==> src/rtl/dcache_bank_arbiter.sv <==
// Round-robin arbiter sharing NUM_BANKS dcache banks among NUM_CONSUMERS
// load/store requesters. Each bank serves one outstanding request at a time.
// A consumer presents at most one request (read before write), so it can
// never be granted by two banks in the same cycle.
module dcache_bank_arbiter #(
  parameter int ADDR_BITS        = 8,
  parameter int DATA_BITS        = 8,
  parameter int NUM_CONSUMERS    = 8,
  parameter int NUM_BANKS        = 2,
  parameter int CACHE_BLOCK_SIZE = 1
) (
  input  logic                     clk,
  input  logic                     reset,
  input  logic [NUM_CONSUMERS-1:0] consumer_read_valid,
  input  logic [ADDR_BITS-1:0]     consumer_read_address  [NUM_CONSUMERS],
  output logic [NUM_CONSUMERS-1:0] consumer_read_ready,
  output logic [DATA_BITS-1:0]     consumer_read_data     [NUM_CONSUMERS],
  input  logic [NUM_CONSUMERS-1:0] consumer_write_valid,
  input  logic [ADDR_BITS-1:0]     consumer_write_address [NUM_CONSUMERS],
  input  logic [DATA_BITS-1:0]     consumer_write_data    [NUM_CONSUMERS],
  output logic [NUM_CONSUMERS-1:0] consumer_write_ready,
  output logic [NUM_BANKS-1:0]     bank_req_valid,
  output logic [NUM_BANKS-1:0]     bank_req_write,
  output logic [ADDR_BITS-1:0]     bank_req_address       [NUM_BANKS],
  output logic [DATA_BITS-1:0]     bank_req_data          [NUM_BANKS],
  input  logic [NUM_BANKS-1:0]     bank_req_ready,
  input  logic [NUM_BANKS-1:0]     bank_resp_valid,
  input  logic [DATA_BITS-1:0]     bank_resp_data         [NUM_BANKS]
);

  localparam int BB = $clog2(NUM_BANKS);
  localparam int OB = $clog2(CACHE_BLOCK_SIZE);
  localparam int CB = (NUM_CONSUMERS > 1) ? $clog2(NUM_CONSUMERS) : 1;

  typedef enum logic [1:0] {C_IDLE, C_PEND, C_DONE} cons_state_t;
  typedef enum logic [1:0] {B_IDLE, B_REQ, B_WAIT} bank_state_t;

  // Consumer state
  cons_state_t            cons_state_reg [NUM_CONSUMERS];
  cons_state_t            cons_state_next[NUM_CONSUMERS];
  logic [NUM_CONSUMERS-1:0] cons_write_reg, cons_write_next;
  logic [DATA_BITS-1:0]   rdata_reg      [NUM_CONSUMERS];
  logic [DATA_BITS-1:0]   rdata_next     [NUM_CONSUMERS];

  // Bank state
  bank_state_t            bank_state_reg [NUM_BANKS];
  bank_state_t            bank_state_next[NUM_BANKS];
  logic [CB-1:0]          rr_ptr_reg     [NUM_BANKS];
  logic [CB-1:0]          rr_ptr_next    [NUM_BANKS];
  logic [CB-1:0]          winner_reg     [NUM_BANKS];
  logic [CB-1:0]          winner_next    [NUM_BANKS];
  logic [NUM_BANKS-1:0]   req_valid_reg, req_valid_next;
  logic [NUM_BANKS-1:0]   req_write_reg, req_write_next;
  logic [ADDR_BITS-1:0]   req_addr_reg   [NUM_BANKS];
  logic [ADDR_BITS-1:0]   req_addr_next  [NUM_BANKS];
  logic [DATA_BITS-1:0]   req_data_reg   [NUM_BANKS];
  logic [DATA_BITS-1:0]   req_data_next  [NUM_BANKS];

  // Arbitration and fan-in wiring
  logic [NUM_CONSUMERS-1:0] eligible;
  logic [NUM_CONSUMERS-1:0] req_write;
  logic [BB-1:0]            req_bank   [NUM_CONSUMERS];
  logic [NUM_BANKS-1:0]     grant_hit;
  logic [CB-1:0]            grant_idx  [NUM_BANKS];
  logic [NUM_CONSUMERS-1:0] cons_grant;
  logic [NUM_CONSUMERS-1:0] cons_done;
  logic [DATA_BITS-1:0]     cons_resp  [NUM_CONSUMERS];
  logic [CB-1:0]            idx;

  // Each idle consumer offers its read if present, otherwise its write
  always_comb begin
    for (int c = 0; c < NUM_CONSUMERS; c++) begin
      req_write[c] = !consumer_read_valid[c];
      req_bank[c]  = consumer_read_valid[c] ? consumer_read_address[c][OB +: BB]
                                            : consumer_write_address[c][OB +: BB];
      eligible[c]  = (cons_state_reg[c] == C_IDLE) &&
                     (consumer_read_valid[c] || consumer_write_valid[c]);
    end
  end

  // Per idle bank, pick the first eligible consumer at or after rr_ptr+1
  always_comb begin
    idx = '0;
    for (int b = 0; b < NUM_BANKS; b++) begin
      grant_hit[b] = 1'b0;
      grant_idx[b] = '0;
      if (bank_state_reg[b] == B_IDLE) begin
        for (int k = 1; k <= NUM_CONSUMERS; k++) begin
          idx = rr_ptr_reg[b] + CB'(k);
          if (!grant_hit[b] && eligible[idx] && (req_bank[idx] == BB'(b))) begin
            grant_hit[b] = 1'b1;
            grant_idx[b] = idx;
          end
        end
      end
    end
  end

  // Route bank grants and responses back to the owning consumers
  always_comb begin
    cons_grant = '0;
    cons_done  = '0;
    for (int c = 0; c < NUM_CONSUMERS; c++) cons_resp[c] = '0;
    for (int b = 0; b < NUM_BANKS; b++) begin
      if (grant_hit[b]) cons_grant[grant_idx[b]] = 1'b1;
      if ((bank_state_reg[b] == B_WAIT) && bank_resp_valid[b]) begin
        cons_done[winner_reg[b]] = 1'b1;
        cons_resp[winner_reg[b]] = bank_resp_data[b];
      end
    end
  end

  // Bank FSM next-state: IDLE -> REQ -> WAIT -> IDLE
  always_comb begin
    for (int b = 0; b < NUM_BANKS; b++) begin
      bank_state_next[b] = bank_state_reg[b];
      rr_ptr_next[b]     = rr_ptr_reg[b];
      winner_next[b]     = winner_reg[b];
      req_valid_next[b]  = req_valid_reg[b];
      req_write_next[b]  = req_write_reg[b];
      req_addr_next[b]   = req_addr_reg[b];
      req_data_next[b]   = req_data_reg[b];
      case (bank_state_reg[b])
        B_IDLE: if (grant_hit[b]) begin
          rr_ptr_next[b]     = grant_idx[b];
          winner_next[b]     = grant_idx[b];
          req_valid_next[b]  = 1'b1;
          req_write_next[b]  = req_write[grant_idx[b]];
          req_addr_next[b]   = req_write[grant_idx[b]] ? consumer_write_address[grant_idx[b]]
                                                       : consumer_read_address[grant_idx[b]];
          req_data_next[b]   = req_write[grant_idx[b]] ? consumer_write_data[grant_idx[b]] : '0;
          bank_state_next[b] = B_REQ;
        end
        B_REQ: if (bank_req_ready[b]) begin
          req_valid_next[b]  = 1'b0;
          bank_state_next[b] = B_WAIT;
        end
        B_WAIT: if (bank_resp_valid[b]) bank_state_next[b] = B_IDLE;
        default: bank_state_next[b] = B_IDLE;
      endcase
    end
  end

  // Consumer FSM next-state: IDLE -> PEND -> DONE -> IDLE
  always_comb begin
    for (int c = 0; c < NUM_CONSUMERS; c++) begin
      cons_state_next[c] = cons_state_reg[c];
      cons_write_next[c] = cons_write_reg[c];
      rdata_next[c]      = rdata_reg[c];
      case (cons_state_reg[c])
        C_IDLE: if (cons_grant[c]) begin
          cons_state_next[c] = C_PEND;
          cons_write_next[c] = req_write[c];
        end
        C_PEND: if (cons_done[c]) begin
          cons_state_next[c] = C_DONE;
          if (!cons_write_reg[c]) rdata_next[c] = cons_resp[c];
        end
        C_DONE: begin
          if (cons_write_reg[c] ? !consumer_write_valid[c] : !consumer_read_valid[c])
            cons_state_next[c] = C_IDLE;
        end
        default: cons_state_next[c] = C_IDLE;
      endcase
    end
  end

  // State registers for all banks and consumers
  always_ff @(posedge clk) begin
    if (reset) begin
      for (int b = 0; b < NUM_BANKS; b++) begin
        bank_state_reg[b] <= B_IDLE;
        rr_ptr_reg[b]     <= '0;
        winner_reg[b]     <= '0;
        req_addr_reg[b]   <= '0;
        req_data_reg[b]   <= '0;
      end
      req_valid_reg  <= '0;
      req_write_reg  <= '0;
      for (int c = 0; c < NUM_CONSUMERS; c++) begin
        cons_state_reg[c] <= C_IDLE;
        rdata_reg[c]      <= '0;
      end
      cons_write_reg <= '0;
    end else begin
      for (int b = 0; b < NUM_BANKS; b++) begin
        bank_state_reg[b] <= bank_state_next[b];
        rr_ptr_reg[b]     <= rr_ptr_next[b];
        winner_reg[b]     <= winner_next[b];
        req_addr_reg[b]   <= req_addr_next[b];
        req_data_reg[b]   <= req_data_next[b];
      end
      req_valid_reg  <= req_valid_next;
      req_write_reg  <= req_write_next;
      for (int c = 0; c < NUM_CONSUMERS; c++) begin
        cons_state_reg[c] <= cons_state_next[c];
        rdata_reg[c]      <= rdata_next[c];
      end
      cons_write_reg <= cons_write_next;
    end
  end

  // Ready is a direct decode of the registered DONE state
  always_comb begin
    for (int c = 0; c < NUM_CONSUMERS; c++) begin
      consumer_read_ready[c]  = (cons_state_reg[c] == C_DONE) && !cons_write_reg[c];
      consumer_write_ready[c] = (cons_state_reg[c] == C_DONE) &&  cons_write_reg[c];
    end
  end

  assign consumer_read_data = rdata_reg;
  assign bank_req_valid     = req_valid_reg;
  assign bank_req_write     = req_write_reg;
  assign bank_req_address   = req_addr_reg;
  assign bank_req_data      = req_data_reg;

endmodule

==> config.mk <==
export PLATFORM = sky130hd
export DESIGN_NAME = dcache_bank_arbiter
export DESIGN_NICKNAME = d
export VERILOG_FILES = /design/src/rtl/dcache_bank_arbiter.sv
export SDC_FILE = /design/constraint.sdc
export NUM_CORES = 1
export LEC_CHECK = 0
export ABC_CLOCK_PERIOD_IN_PS = 12100
export CORE_AREA = 2 2 158 160
export CTS_CLUSTER_SIZE = 14
export DETAILED_ROUTE_END_ITERATION = 12
export DIE_AREA = 0 0 160 162
export GPL_TIMING_DRIVEN = 0
export HOLD_SLACK_MARGIN = 0.1
export PLACE_DENSITY = 0.82
export SYNTH_ARGS = -nofsm -noshare
export SYNTH_HDL_FRONTEND = slang
export SYNTH_SLANG_ARGS = --single-unit
==> constraint.sdc <==
create_clock -name clk -period 12.1 [get_ports clk]
set_clock_uncertainty 0.2 [all_clocks]
set_input_delay 2.42 -clock clk [delete_from_list [all_inputs] [get_ports clk]]
set_output_delay 2.42 -clock clk [all_outputs]
set_load 0.005 [all_outputs]
Word-level counts from Yosys, hierarchy flattened
Memories as Yosys holds them, arrays and structs flattened.
Cells that the tools add are included.
{ "classes": {"add_sub_neg": 14, "n_lt_le_gt_ge": 46, "eq_ne": 24, "muxes": 262, "n_bitwise": 53, "reduce_logical": 140} }
{ "ops": {"columns": ["operator", "count"], "rows": [
  ["8-bit two-way mux", 22],
  ["8-bit binary-select mux with 3-bit select", 6],
  ["64-bit two-way mux", 2],
  ["1-bit two-way mux", 109],
  ["1-bit binary-select mux with 3-bit select", 34],
  ["3-bit two-way mux", 30],
  ["4-bit greater-or-equal comparator (second input constant)", 20],
  ["3-bit by 4-bit < comparator with 1-bit output (second input constant)", 20],
  ["2-bit two-way mux", 40],
  ["3-bit NOT with 4-bit output", 20],
  ["64-bit AND", 1],
  ["64-bit bitwise mux", 1],
  ["1-bit logical AND", 62],
  ["2-bit one-hot mux with 3 select lines", 10],
  ["8-bit demux with 3-bit select", 2],
  ["1-bit logical NOT", 38],
  ["3-bit AND reduction", 10],
  ["3-bit adder (second input constant)", 8],
  ["2-bit by 1-bit equality test with 1-bit output (second input constant)", 10],
  ["2-bit equality test (second input constant)", 10],
  ["2-bit logical NOT", 10],
  ["2-bit AND reduction", 10],
  ["1-bit NOT", 16],
  ["8-bit OR", 2],
  ["10 further kinds", 46]
]} }
{ "totals": {"register_bits": 108, "ramBits": 32, "in_bits": 230, "output_inout_bits": 116, "wordCells": 567, "n_memories": 4} }
{ "mem_list": {"columns": ["name", "depth", "width", "rd", "rd_clocked_by_memory_dff", "wr", "line", "source"], "rows": [
  ["cons_state_reg", 8, 2, 8, 0, 8, "39", "cons_state_t cons_state_reg [NUM_CONSUMERS];"],
  ["rr_ptr_reg", 2, 3, 2, 0, 2, "48", "logic [CB-1:0] rr_ptr_reg [NUM_BANKS];"],
  ["winner_reg", 2, 3, 2, 0, 2, "50", "logic [CB-1:0] winner_reg [NUM_BANKS];"],
  ["bank_state_reg", 2, 2, 2, 0, 2, "46", "bank_state_t bank_state_reg [NUM_BANKS];"]
]} }

Logic depth before layout (Yosys ltp)
{ "logic_depth": {"depth_word": 54, "depth_mapped": 20, "mapped_depth_nobuf": 14} }

Worst setup path after synthesis
Ideal clock, no wire load.
{ "synth_path": {"path_type": "in2reg", "start": "input port consumer_read_valid[0]", "end": "register req_addr_reg (netlist bit bank_req_address[9])", "setup_time_ns": 0.117, "arrival_ns": 5.839, "required_ns": 11.783, "setup_slack_ns": 5.944, "stages": 16, "path_buffers": 4, "path_cell_list": "buf_2 > nor2b_1 > o21a_1 > mux4_2 > o221ai_2 > nor3b_2 > a2111oi_2 > a22o_1 > or2_1 > buf_2 > buf_6 > buf_6 > mux4_2 > mux2i_1 > nand2_1 > a32o_1"} }
{ "synth_via": {"elab_chain_cells": 48, "elab_cells_between_ends": 110, "classes_between": "mux: 75; bitwise: 9; reduce/logical: 26"} }
{ "synth_lines": {"columns": ["element", "line", "source"], "rows": [
  ["from (decl)", "14", "input logic [NUM_CONSUMERS-1:0] consumer_read_valid,"],
  ["1-bit two-way mux", "74", "req_bank[c] = consumer_read_valid[c] ? consumer_read_address[c][OB +: BB]"],
  ["1-bit binary-select mux with 3-bit select", "90", "if (!grant_hit[b] && eligible[idx] && (req_bank[idx] == BB'(b))) begin"],
  ["1-bit two-way mux (not written as such) (2 in series)", "90", null],
  ["1-bit NOT", "90", null],
  ["1-bit logical AND", "90", null],
  ["1-bit two-way mux", "90", null],
  ["1-bit two-way mux", "87", "if (bank_state_reg[b] == B_IDLE) begin"],
  ["1-bit logical NOT", "90", null],
  ["[... 29 more ...]", null, null],
  ["1-bit logical NOT", "90", null],
  ["1-bit logical AND (2 in series)", "90", null],
  ["3-bit two-way mux", "90", null],
  ["3-bit two-way mux", "87", null],
  ["3-bit NOT with 4-bit output (not written as such)", "129, 130", null],
  ["8-bit binary-select mux with 3-bit select, on equally long branches", "130, 129", null],
  ["8-bit two-way mux, on equally long branches (2 in series)", "130, 129", null],
  ["8-bit two-way mux", "129", "req_addr_next[b] = req_write[grant_idx[b]] ? consumer_write_address[grant_idx[b]]"],
  ["to (signal, indexed assignment)", "190", "req_addr_reg[b] <= req_addr_next[b];"],
  ["to (decl)", "54", "logic [ADDR_BITS-1:0] req_addr_reg [NUM_BANKS];"]
]} }
Parallel ways exist; a longest one is shown, timed or not. The select of a mux whose other input is x is not followed.
A chain may end at the register's enable or synchronous reset.

Final worst setup path
{ "layout_path": {"start": "input port consumer_write_valid[6]", "end": "register req_data_reg (netlist bit bank_req_data[12])"} }
{ "layout_via": {"elab_chain_cells": 47, "elab_cells_between_ends": 73, "classes_between": "mux: 47; bitwise: 1; reduce/logical: 25"} }
{ "layout_lines": {"columns": ["element", "line", "source"], "rows": [
  ["from (decl)", "18", "input logic [NUM_CONSUMERS-1:0] consumer_write_valid,"],
  ["1-bit logical OR *", "77", "(consumer_read_valid[c] || consumer_write_valid[c]);"],
  ["1-bit logical AND *", "76", "eligible[c] = (cons_state_reg[c] == C_IDLE) &&"],
  ["1-bit binary-select mux with 3-bit select", "90", null],
  ["1-bit two-way mux (not written as such)", "90", null],
  ["1-bit logical AND", "90", null],
  ["1-bit two-way mux", "90", null],
  ["1-bit two-way mux", "87", null],
  ["1-bit logical NOT", "90", null],
  ["[... 29 more ...]", null, null],
  ["1-bit logical NOT", "90", null],
  ["1-bit logical AND (2 in series)", "90", null],
  ["3-bit two-way mux", "90", null],
  ["3-bit two-way mux", "87", null],
  ["3-bit NOT with 4-bit output (not written as such)", "131", "req_data_next[b] = req_write[grant_idx[b]] ? consumer_write_data[grant_idx[b]] : '0;"],
  ["8-bit binary-select mux with 3-bit select", "131", null],
  ["8-bit two-way mux (not written as such) (2 in series)", "131", null],
  ["8-bit two-way mux", "131", null],
  ["to (signal, indexed assignment)", "191", "req_data_reg[b] <= req_data_next[b];"],
  ["to (decl)", "56", "logic [DATA_BITS-1:0] req_data_reg [NUM_BANKS];"]
]} }
Mark *: on every way between the ends. The rest lies on a longest branch, timed or not. The select of a mux whose other input is x is not followed.

==> metrics.md <==
| Metric | Value |
|---|---|
| Result of the run | complete, no violations |
| Achievable Freq | 132 MHz |
| Overflow after GRT | 0 |
| Hold Path Depth | 2 |
| Number of buffers inserted during clock tree synthesis | 17 |
| Cells along the critical path | clkdlybuf4s50_1 -> nor3b_1 -> o21ai_0 -> mux2i_1 -> mux4_2 -> o41ai_1 -> a221o_1 -> o2111a_1 -> clkbuf_1 -> clkbuf_1 -> o21ai_0 -> a22o_1 |
| Arithmetic-cell share of the synthesized area counting full adders, half adders and majority gates | 1.26% |
| Share of synthesized registers carrying an async set or reset | 0% |
| Maximum number of pins on one net before global-route repair | 17 |
| Clk pwr share | 11.5% |
| Global-route wire length before repair | 75,500 µm |
| Number of flops mapped to enable cells by yosys | 0 |
| Synth Cell Area | 11,900 µm² |
| Number of cell instances on the worst register-to-register path | 16 |
| Overall Global Routing Usage | 37.6% |
| Seq pwr share | 12.0% |
| Number of antenna violations at the first check in global routing | 2 |
| Internal cell power | 0.00230 W |
| Detail-routed via count per cell | 6.46 |
| Most congested layer reported by global routing | met2 |
| Met1 routing resource usage after global routing | 44.8% |
| Net total in the final layout | 2,056 |
| Number of register bits inferred by synthesis | 134 |
| Routed length per placed instance | 23.6 µm |
| Top_reg_cell synth | sky130_fd_sc_hd__dfxtp_1 |
| Pleak | 5.84 nW |
| Max Transition Viols Final | 0 |
| Endpoint, Worst Hold | bank_req_valid[0] |
| CTS tree | yes |
| Sequential share of the synthesized area | 22.6% |
| Clock Tree Root | sky130_fd_sc_hd__clkbuf_16 |
| Logic gate share of total power | 76.5% |
| PD cells | 293 nW/µm² |
| Number of H-tree levels | 4 |
| Total number of vias | 13.9k |
| Clock-pin slew reported for the worst setup and hold paths after clock tree synthesis | 0.07 ns |
| Effective utilization at floorplan | 49.3% |
| Worst Setup Path Type | in -> reg |
| Via count of the first global-routing pass | 13.1k |
| Count of endpoints failing hold in the final timing report | 0 |
| Number of rows created at floorplan | 57 |
| Simple-gate share of the synthesized area | 24.2% |
| Max Cap Viol | 0 |
| DPL Wire Length | 39,600 µm |
| Worst hold-check path type | reg -> reg |
| Peak VDD IR | 0.258 mV |
| Buffer count from post-CTS setup fixing | 0 |
| Average footprint of a synthesized cell | 8.08 µm² |
| Area growth, synth to finish | 35.8% |
| M3 GR Usage | 9.14% |
| Core area | 24,100 µm² |
| Post-Synthesis Net Count | 1,713 |
| CTS Sinks | 134 |
| Die width | 160 µm |
| Unique cell type count in the Yosys netlist | 85 |
| Chip Height | 162 µm |
| Maximum fanout encountered on the critical timing path | 10 |
| Worst endpoint data arrival time | 7.72 ns |
| Syn. warnings | 0 |
| R2R Path Start | winner_reg[0][4] |
| Hold-fix buffers at CTS | 0 |
| Complex-gate fraction of the synthesized area | 20.7% |
| Routability congestion estimate from global placement | 0.993 |
| Die footprint | 25,900 µm² |
| Multiplexer area fraction after synthesis | 25.2% |
| Reg2reg setup slack | 5.95 ns |
| Crit Reg-Reg Endpoint | cons_write_reg[6] |
| Insertion delay of the later-clocked pin in the worst-skew pair | 0.44 ns |
| Commonest cells after routing, fill and taps aside | sky130_fd_sc_hd__clkdlybuf4s50_1 (323), sky130_fd_sc_hd__nand2_1 (208), sky130_fd_sc_hd__nor2_1 (155) |
| Crit path from | consumer_write_valid[6] |
| Total Routed Length | 50,800 µm |
| Number of nets still failing antenna checks after routing | 0 |
| Normalized max-slew margin | 22.6% |
| Xor and xnor area share after synthesis | 0.442% |
| Most common cell after layout, fill and taps aside | sky130_fd_sc_hd__clkdlybuf4s50_1 |
| I/O pin count | 346 |
| Transition time at the pin with the least slew margin | 1.15 ns |
| RSZ-0062 raised after global routing | no |
| Fraction of layout cells with a size suffix above 1 | 10.7% |
| Number of DRC markers in iteration 0 | 1,809 |
| Portion of the clock cycle consumed by the worst path in the final layout | 62.7% |
| Iteration count of the initial detailed-routing pass | 9 |
| Post-cts gate resize count | 0 |
| Maximum root-to-sink buffer count | 2 |
| Crit-path leading delay family | compound AO/OA/AOI/OAI gates |
| Min Tclk post-route | 7.58 ns |
| Critical Path Start Type | primary input |
| Setup crit end kind | register |
| Dominant combinational cell family by area after synthesis | multiplexers |
| Residual DRC | 0 |
| Switching pwr | 0.00243 W |
| Slowest stage cell, crit path | sky130_fd_sc_hd__o21ai_0 |
| Setup violators final | 0 |
| Buffers plus inverters on the worst setup path | 3 |
| WP data required | 12.24 ns |
| Highest cell delay on the worst timing path | 0.69 ns |
| Number of instances in the synthesized netlist | 1,471 |
| Source of the worst hold timing path | bank_req_valid[0] |
| Total Power | 0.00473 W |
| Sw frac | 51.5% |
| IO Port Bufs | 323 |
| Flip-flop count of the largest register, all copies and words added | 64 |
| Met2 demand-to-capacity share in global routing | 63.3% |
| Final sum of negative setup slack | 0 ns |
per-stage QoR:
step	worst slack [ns]	util (%)	std cells	area [µm²]	hold slack, ns
floorplan	5.94	-	1471	11900	0.245
global placement	4.30	64.4	2118	15500	0.246
detailed placement	4.31	64.4	2118	15500	0.249
CTS	4.77	66.9	2150	16100	0.269
global route	4.53	67.0	2153	16100	0.283
finish	4.52	67.0	2153	16100	0.270
kinds of logic after synthesis:
| family | count (synthesis) |
|---|---|
| multiplexers | 220 |
| AND/OR/NAND/NOR | 606 |
| buffers and inverters | 151 |
| flip-flops | 134 |
| AO/OA/AOI/OAI | 342 |
| XOR/XNOR | 6 |
| adder cells (fa/ha/maj) | 12 |
final cells by class:
class,count,area [µm²]
Timing Repair Buffer,324,3240
Tap cell,324,405
Sequential cell,134,2680
Multi-Input combinational cell,1186,8540
Inverter,24,90.1
Antenna cell,2,5.00
Buffer,127,577
Clock buffer,17,425
Fill cell,2068,7960
Clock inverter,15,183
worst min-delay path: stages, from the launching register on:
cell	delay, ns
sky130_fd_sc_hd__dfxtp_1	0.31
sky130_fd_sc_hd__nand2_1	0.05
sky130_fd_sc_hd__a21oi_1	0.06
synthesized netlist by cell type, drive strengths merged (5+ instances only):
| master | count | area share, % |
|---|---|---|
| mux2i | 122 | 10 |
| nor2 | 156 | 4.9 |
| a22o | 20 | 1.5 |
| nand2b | 14 | 0.80 |
| nand3b | 14 | 0.88 |
| o22a | 6 | 0.44 |
| o21ai | 46 | 1.9 |
| mux4 | 59 | 11 |
| nor3 | 20 | 0.94 |
| nand3 | 104 | 4.4 |
| nor2b | 18 | 1.0 |
| mux2 | 39 | 3.8 |
| nand2 | 209 | 6.6 |
| a21oi | 76 | 3.2 |
| buf | 59 | 2.7 |
| o22ai | 8 | 0.42 |
| a221oi | 5 | 0.37 |
| a311oi | 32 | 2.4 |
| nor3b | 20 | 1.3 |
| a21boi | 7 | 0.54 |
| o21a | 13 | 0.95 |
| a211oi | 27 | 1.7 |
| a31oi | 9 | 0.47 |
| and4 | 13 | 0.96 |
| a22oi | 19 | 1.2 |
| o32ai | 6 | 0.63 |
| ha | 12 | 1.3 |
| o31ai | 7 | 0.44 |
| clkbuf | 68 | 2.1 |
| o211ai | 18 | 1.1 |
| inv | 23 | 0.73 |
| o2111ai | 12 | 0.94 |
| and2 | 10 | 0.53 |
| dfxtp | 134 | 23 |
| or3 | 5 | 0.26 |
power by group through the flow:
stage	Sequential (W)	Combinational (W)	Clock, W
finish	0.000567	0.00362	0.000544
global route	0.000573	0.00383	0.000561
CTS	0.000564	0.00352	0.000541
detailed placement	0.000572	0.00350	0
global placement	0.000571	0.00348	0
floorplan	0.000560	0.00254	0
layer usage:
layer | vias to the layer above | wire length (µm)
met3 | 193 | 5650
met5 | - | 0
met4 | 0 | 2570
li1 | 6194 | -
met1 | 6508 | 18700
met2 | 1021 | 23800
worst max path at each step:
stage	depth (start not counted)	end
final	12	bank_req_data[12]
after global routing	12	bank_req_data[12]
after CTS	12	bank_req_data[12]
after detailed placement	12	bank_req_data[12]
after global placement	12	bank_req_data[12]
after floorplan	16	bank_req_address[9]
(Power assumes the default switching activity.)
